<file path="src/rtl/store_narrow_unit.sv">
// store_narrow_unit: byte/half/word store engine.
// Byte and half stores read the containing word, replace the target lanes
// and write the word back. Word stores write directly. Misaligned or
// illegal requests raise a one-cycle err and make no memory access.
//
// state   | meaning
// --------+----------------------------------------------------------
// S_IDLE  | waiting for start; request fields captured on acceptance
// S_READ  | mem_re held until mem_ready, then the read word is merged
// S_WRITE | mem_we held with merged data until mem_ready
// S_DONE  | one-cycle done pulse
// S_ERROR | one-cycle err pulse, no memory access
module store_narrow_unit #(
    parameter bit BIG_ENDIAN = 1'b0
) (
    input  logic        clk,
    input  logic        rst_n,
    input  logic        start,
    input  logic [31:0] addr,
    input  logic [31:0] wdata,
    input  logic [1:0]  size,
    input  logic [31:0] mem_rdata,
    input  logic        mem_ready,
    output logic [31:0] mem_addr,
    output logic        mem_re,
    output logic        mem_we,
    output logic [31:0] mem_wdata,
    output logic        busy,
    output logic        done,
    output logic        err
);

    typedef enum logic [2:0] {
        S_IDLE,
        S_READ,
        S_WRITE,
        S_DONE,
        S_ERROR
    } state_t;

    state_t      state;
    logic [1:0]  addr_q;
    logic [31:0] wdata_q;
    logic [1:0]  size_q;

    logic        illegal;
    logic [1:0]  byte_lane;
    logic        half_lane;
    logic [31:0] merged;

    // Request legality, evaluated on the live inputs at acceptance.
    always_comb begin
        illegal = 1'b0;
        case (size)
            2'b00:   illegal = 1'b0;
            2'b01:   illegal = addr[0];
            2'b10:   illegal = (addr[1:0] != 2'b00);
            default: illegal = 1'b1;
        endcase
    end

    // Replace the addressed lanes of the word just read. In big-endian
    // order the lane position is mirrored, so byte offset k sits at lane 3-k
    // and the half at offset 0 occupies the upper 16 bits.
    always_comb begin
        byte_lane = BIG_ENDIAN ? ~addr_q : addr_q;
        half_lane = BIG_ENDIAN ? ~addr_q[1] : addr_q[1];
        merged    = mem_rdata;
        case (size_q)
            2'b00:   merged[{byte_lane, 3'b000} +: 8]  = wdata_q[7:0];
            2'b01:   merged[{half_lane, 4'b0000} +: 16] = wdata_q[15:0];
            default: merged = wdata_q;
        endcase
    end

    // Sequencer with all outputs registered alongside the state.
    always_ff @(posedge clk or negedge rst_n) begin
        if (!rst_n) begin
            state     <= S_IDLE;
            addr_q    <= '0;
            wdata_q   <= '0;
            size_q    <= '0;
            mem_addr  <= '0;
            mem_wdata <= '0;
            mem_re    <= 1'b0;
            mem_we    <= 1'b0;
            busy      <= 1'b0;
            done      <= 1'b0;
            err       <= 1'b0;
        end else begin
            done <= 1'b0;
            err  <= 1'b0;
            case (state)
                S_IDLE: begin
                    if (start) begin
                        addr_q   <= addr[1:0];
                        wdata_q  <= wdata;
                        size_q   <= size;
                        mem_addr <= {addr[31:2], 2'b00};
                        busy     <= 1'b1;
                        if (illegal) begin
                            err   <= 1'b1;
                            state <= S_ERROR;
                        end else if (size == 2'b10) begin
                            mem_we    <= 1'b1;
                            mem_wdata <= wdata;
                            state     <= S_WRITE;
                        end else begin
                            mem_re <= 1'b1;
                            state  <= S_READ;
                        end
                    end
                end
                S_READ: begin
                    if (mem_ready) begin
                        mem_re    <= 1'b0;
                        mem_we    <= 1'b1;
                        mem_wdata <= merged;
                        state     <= S_WRITE;
                    end
                end
                S_WRITE: begin
                    if (mem_ready) begin
                        mem_we <= 1'b0;
                        done   <= 1'b1;
                        state  <= S_DONE;
                    end
                end
                S_DONE: begin
                    busy  <= 1'b0;
                    state <= S_IDLE;
                end
                S_ERROR: begin
                    busy  <= 1'b0;
                    state <= S_IDLE;
                end
                default: begin
                    mem_re <= 1'b0;
                    mem_we <= 1'b0;
                    busy   <= 1'b0;
                    state  <= S_IDLE;
                end
            endcase
        end
    end

endmodule

</file>
<file path="config.mk">
export PLATFORM = sky130hd
export DESIGN_NAME = store_narrow_unit
export DESIGN_NICKNAME = d
export VERILOG_FILES = /design/src/rtl/store_narrow_unit.sv
export SDC_FILE = /design/constraint.sdc
export NUM_CORES = 1
export LEC_CHECK = 0
export ABC_AREA = 1
export BUFFER_PORTS_ARGS = -buffer_cell sky130_fd_sc_hd__buf_2
export CORE_UTILIZATION = 25
export CTS_CLUSTER_DIAMETER = 80
export DETAILED_ROUTE_END_ITERATION = 10
export GPL_TIMING_DRIVEN = 0
export PLACE_DENSITY_LB_ADDON = 0.25
export SLEW_MARGIN = 20
export SYNTH_ARGS = -nofsm -noshare
export SYNTH_HDL_FRONTEND = slang
export SYNTH_SLANG_ARGS = --single-unit
</file>
<file path="constraint.sdc">
create_clock -name clk -period 2.4 [get_ports clk]
set_clock_uncertainty 0.15 [all_clocks]
set_input_delay 0.24 -clock clk [delete_from_list [all_inputs] [get_ports clk]]
set_output_delay 0.24 -clock clk [all_outputs]
set_load 0.05 [all_outputs]
</file>
==> results.ini, run 1 <==
[status]
status = finished clean

[hold_path]
worstHoldPathType = input pin to flop

[cells_and_area]
ff_latch_area_mm2 = 0.00265
drive_gt1_share_pct = 24.0
finish.utilization_pct = 34.8
final_common_cell = nand2_1
multi_input_area_mm2 = 0.00299
area.growth.synth_to_final_pct = 34.9
final_nets = 1217
layout_common_cells = 424 x nand2_1, 186 x buf_2, 105 x dfrtp_1
instances_no_fill = 1437
fillers = 2576

[yosys]
synth-adder-area-share_pct = 1.02
synth_warnings = 0
synth-seq-area-share_pct = 43.3
synthSimpleGateAreaFrac_pct = 37.3
synth_xor_area_share_pct = 0
postSynthRegisterBits = 106
synth_area_mm2 = 0.00613
ys_types = 25
synth_compound_area_share_pct = 4.49
synth_top_family_by_area = simple AND/OR/NAND/NOR gates
synth_mux_area_share_pct = 5.51
postSynthAreaPerCell_um2 = 6.95
syn_inst = 882

[critical_path]
worstSetupPathType = flop to flop
r2r_slack_ns = 0.18
path_max_fanout = 20
critical_path_arrival_ns = 2.36
required_ns = 2.55
startpoint_type = flop
end_kind = flop

[job]
maxCapViolCount = 0

[route]
ant_nets = 0
drt_pass1_iterations = 5
drt-initial-drc-count = 421
vias_per_cell = 4.37
routed-via-count = 6281
wl_per_cell_um = 15.2
wirelength_um = 21800
remaining_drc_errors = 0

[cts]
numCtsBuffers = 9
cts_tree = done
path_clk_slew_ns = 0.08
cts_buffer_depth = 2
htree_levels = 3
clk_latency_ns = 0.36
cts_setup_buffers = 0
root_buffer = clkbuf_16
numClockSinks = 106

[placed_design]
placement.io_buffers = 168
dpl.cell_count = 1371
hpwl_um = 16500
place_congestion = 0.920

[sta]
slew_headroom_pct = 56.8
report.final.slew_viol_count = 0
tightest_slew_ns = 0.648
whs_ns = 0.0104
period_needed_ns = 2.22
setup_viol = 0
rsz0062_at_grt = no
final_hold_viol_count = 0
period_share_pct = 92.4
max_freq_mhz = 451

[pwr]
p_leak_nw = 4.53
ir_drop_mv = 0.782
powerDensity_mw_per_mm2 = 1490
totalPowerFinal_mw = 12.3

[die]
fp-row-count = 56
io_pins = 171
core_area_mm2 = 0.0238
die_area_mm2 = 0.0252
die_h_um = 159
start_util_pct = 25.8
dieWidth_um = 159

[grt]
grt_pass1_vias = 6204
track_usage_pct = 18.2
grt_max_degree = 61
antenna_found_initial = 4
grt_pass1_wl_um = 34400
overflow = 0

==> logic make-up after synthesis <==
kind of cell / Yosys count
adder cells (fa/ha/maj): 5
multiplexers: 30
flip-flops: 106
AND/OR/NAND/NOR: 569
AO/OA/AOI/OAI: 54
other: 1
buffers and inverters: 117
==> what timing repair did <==
action	in CTS	in global routing
gates resized for setup	11	13
endpoints found under the hold margin	94	0
hold buffers	49	0
pin swaps	0	1
setup endpoints to repair	32	25
==> final timing paths <==
path / cells after the start / start / endpoint
hold reg to reg: 2 / mem_re$_DFFE_PN0P_ / mem_re$_DFFE_PN0P_
min in group asynchronous: 2 / rst_n / mem_addr[10]$_DFFE_PN0P_
hold / removal: 3 / wdata[11] / wdata_q[11]$_DFFE_PN0P_
setup / recovery: 11 / addr_q[1]$_DFFE_PN0P_ / mem_wdata[30]$_DFFE_PN0P_
setup reg to reg: 11 / addr_q[1]$_DFFE_PN0P_ / mem_wdata[30]$_DFFE_PN0P_
max in group asynchronous: 3 / rst_n / addr_q[0]$_DFFE_PN0P_
==> per-layer routing <==
metal	vias to the layer above	GRT usage (%)	part of all wire [%]
li1	3180	-	-
met1	2873	23.8	45
met2	202	29.7	46
met3	24	4.25	6.8
met4	2	5.72	1.6
met5	-	0	0.041
==> registers in the layout (all words and copies together) (netlist names), 2 cells and up <==
| signal | count |
|---|---|
| mem_wdata | 32 |
| size_q | 2 |
| addr_q | 2 |
| state | 3 |
| mem_addr | 30 |
| wdata_q | 32 |
==> per-stage QoR <==
| stage | setup slack [ns] | TNS (ns) | area (µm²) |
|---|---|---|---|
| 2_1_floorplan | 0.238 | 0 | 6140 |
| 3_3_place_gp | -0.455 | -54.25 | 7380 |
| 3_5_place_dp | -0.370 | -6.97 | 7410 |
| 4_1_cts | 0.0381 | 0 | 8250 |
| 5_1_grt | 0.0109 | 0 | 8270 |
| 6_report | 0.182 | 0 | 8270 |
==> cells in the mapped netlist <==
library cell | instances | share of area (%)
nand3_2 | 1 | 0.16
nand2_1 | 424 | 26
buf_6 | 3 | 0.55
o21ai_0 | 25 | 2.0
inv_2 | 4 | 0.24
buf_4 | 7 | 0.86
nand4_1 | 10 | 1.0
dfrtp_1 | 106 | 43
a21oi_1 | 6 | 0.49
inv_4 | 1 | 0.10
conb_1 | 1 | 0.061
o21ai_1 | 21 | 1.7
clkinv_1 | 4 | 0.24
nand2_2 | 3 | 0.31
mux2_2 | 30 | 5.5
clkbuf_1 | 14 | 0.86
buf_2 | 20 | 1.6
nand2_4 | 1 | 0.18
ha_1 | 5 | 1.0
inv_1 | 64 | 3.9
nor2_4 | 3 | 0.55
o22ai_1 | 1 | 0.10
nand3_1 | 64 | 5.2
a21oi_2 | 1 | 0.14
nor2_1 | 63 | 3.9
==> worst max-delay path, stage by stage, from the launching register on <==
cell and delay (ns):
dfrtp_1 0.40, buf_2 0.23, inv_6 0.11, ha_1 0.19, buf_4 0.18, inv_4 0.12, nand3_2 0.18, o21ai_0 0.25
nand2_1 0.09, nand2_1 0.11, nand3_1 0.09, nand2_1 0.07
==> where the power goes <==
| part | total (mW) | internal, mW | switching (mW) |
|---|---|---|---|
| sequential | 3.26 | 2.66 | 0.599 |
| combinational | 7.35 | 2.07 | 5.28 |
| clock | 1.68 | 0.953 | 0.729 |
==> final cells by class <==
cell class              count  area share [%]
diodes                      3          0.0907
clock inverters             5            1.04
flip-flops and latches    106            32.1
multi-input cells         660            36.2
plain buffers              42            2.87
well taps                 319            4.82
clock buffers              11            2.93
inverters                  73            3.49
repair buffers            218            16.5
No activity file was read; power rests on OpenSTA's default activity.
==> run 2: changes to the inputs <==
REMOVE_ABC_BUFFERS = 1   (was default)
==> results.ini, run 2 (same netlist as run 1, synthesis figures left out) <==
[cts]
path_clk_slew_ns = 0.08
cts_tree = done
root_buffer = clkbuf_16
numCtsBuffers = 9
cts_buffer_depth = 2
htree_levels = 3
clk_latency_ns = 0.37
numClockSinks = 106

[critical_path]
crit_start = addr_q[0]$_DFFE_PN0P_
path_common_cell = nand2_1
worstSetupPathType = flop to flop
critPathBufInv = 2
critical_path_arrival_ns = 2.36
required_ns = 2.55
end_kind = flop
crit_family = simple AND/OR/NAND/NOR gates
crit_path_max_incr_delay_ns = 0.53
crit-reg2reg-launch = addr_q[0]$_DFFE_PN0P_
crit_path_top_delay_cell = dfrtp_2
path_max_fanout = 13
path_cells = inv_1 -> ha_1 -> clkinvlp_4 -> nor2_4 -> nand3_1 -> nand2_1 -> nand2_1 -> nand2_1 -> nand3_1 -> nand2_1
startpoint_type = flop

[placed_design]
placement.io_buffers = 168
place_congestion = 0.844
hpwl_um = 13300
dp_slack_ns = -0.990

[status]
status = finished clean

[route]
remaining_drc_errors = 0
drt-initial-drc-count = 408
routed-via-count = 6165
wl_per_cell_um = 14.5
vias_per_cell = 4.35
ant_nets = 0
wirelength_um = 20600
drt_pass1_iterations = 5

[pwr]
ir_drop_mv = 0.694
powerDensity_mw_per_mm2 = 1460
p_leak_nw = 4.50

[grt]
overflow = 0
grt_max_degree = 104
grt_pass1_wl_um = 32600
track_usage_pct = 17.1
antenna_found_initial = 7
grt_pass1_vias = 6108

[sta]
period_share_pct = 91.9
tightest_slew_ns = 0.806
period_needed_ns = 2.21
rsz0062_at_grt = yes
report.final.slew_viol_count = 0
max_freq_mhz = 453
slew_headroom_pct = 46.1
final_hold_viol_count = 0
setup_viol = 0
layout_setup_ws_ns = 0.194

[cells_and_area]
area.growth.synth_to_final_pct = 35.7
finish.utilization_pct = 35.0
drive_gt1_share_pct = 23.5
final_nets = 1198
layout_common_cells = 424 x nand2_1, 167 x buf_2, 103 x dfrtp_1
fillers = 2544
final_common_cell = nand2_1
reg.largest.list = mem_wdata x32, wdata_q x32, mem_addr x30

[die]
start_util_pct = 25.8
core_area_mm2 = 0.0238
die_h_um = 159
die_area_mm2 = 0.0252
fp-row-count = 56
dieWidth_um = 159
io_pins = 171

[hold_path]
worstHoldPathType = input pin to flop
hp-start = wdata[8]

[job]
maxCapViolCount = 0

## run 2: path summary, 6_finish.rpt
kind / end / slack, ns / depth (start not counted)
min reg2reg: mem_we$_DFFE_PN0P_ / 0.32 / 2
max reg2reg: mem_wdata[19]$_DFFE_PN0P_ / 0.19 / 10
max in group asynchronous: addr_q[1]$_DFFE_PN0P_ / 1.19 / 3
min: wdata_q[8]$_DFFE_PN0P_ / 0.02 / 3
max: mem_wdata[19]$_DFFE_PN0P_ / 0.19 / 10
min in group asynchronous: mem_wdata[12]$_DFFE_PN0P_ / 0.23 / 2
## run 2: area by class of cell
class	instances	area (µm²)	share of cell area (%)
multi-input cells	661	3070	36.9
flip-flops and latches	106	2660	31.9
repair buffers	240	1610	19.3
well taps	319	399	4.79
inverters	73	297	3.56
clock buffers	9	225	2.71
clock inverters	6	57.6	0.691
diodes	4	10.0	0.120
## run 2: where the power goes
group / leakage (nW) / internal, mW / switching [mW]
Clock: 0.141 / 0.729 / 0.773
Sequential: 1.29 / 2.66 / 0.735
Combinational: 3.07 / 2.10 / 5.15
## run 2: routing by layer
metal	track usage, %	vias to the layer above	wire length [µm]
li1	-	3155	-
met1	22.1	2797	9700
met4	4.30	6	169
met5	0	-	35
met3	4.55	16	1350
met2	28.1	191	9290
## run 2: tightest hold or removal path: cells and delay by family
family	cells	cell delay, ns
buffers and inverters	2	0.16
AO/OA/AOI/OAI	1	0.09
## run 2: timing repair
| item | in CTS | in global routing |
|---|---|---|
| cloned | 1 | 0 |
| pin swaps | 2 | 1 |
| resized for setup | 15 | 7 |
| buffers inserted | 5 | 4 |
| endpoints found under the hold margin | 103 | 0 |
| hold buffers | 60 | 0 |
| endpoints found under the setup margin | 33 | 32 |
## run 2: metrics by stage
step / setup TNS, ns / power, mW / area [µm²] / hold slack [ns] / cells
finish: 0 / 12.2 / 8320 / 0.0197 / 1418
global placement: -160.28 / 10.1 / 7140 / 0.304 / 1326
CTS: 0 / 12.1 / 8230 / 0.00124 / 1410
detailed placement: -23.27 / 10.2 / 7260 / 0.0675 / 1329
floorplan: -18.77 / 8.21 / 5900 / -0.206 / 839
global route: -0.0122 / 13.2 / 8320 / 0.0210 / 1415
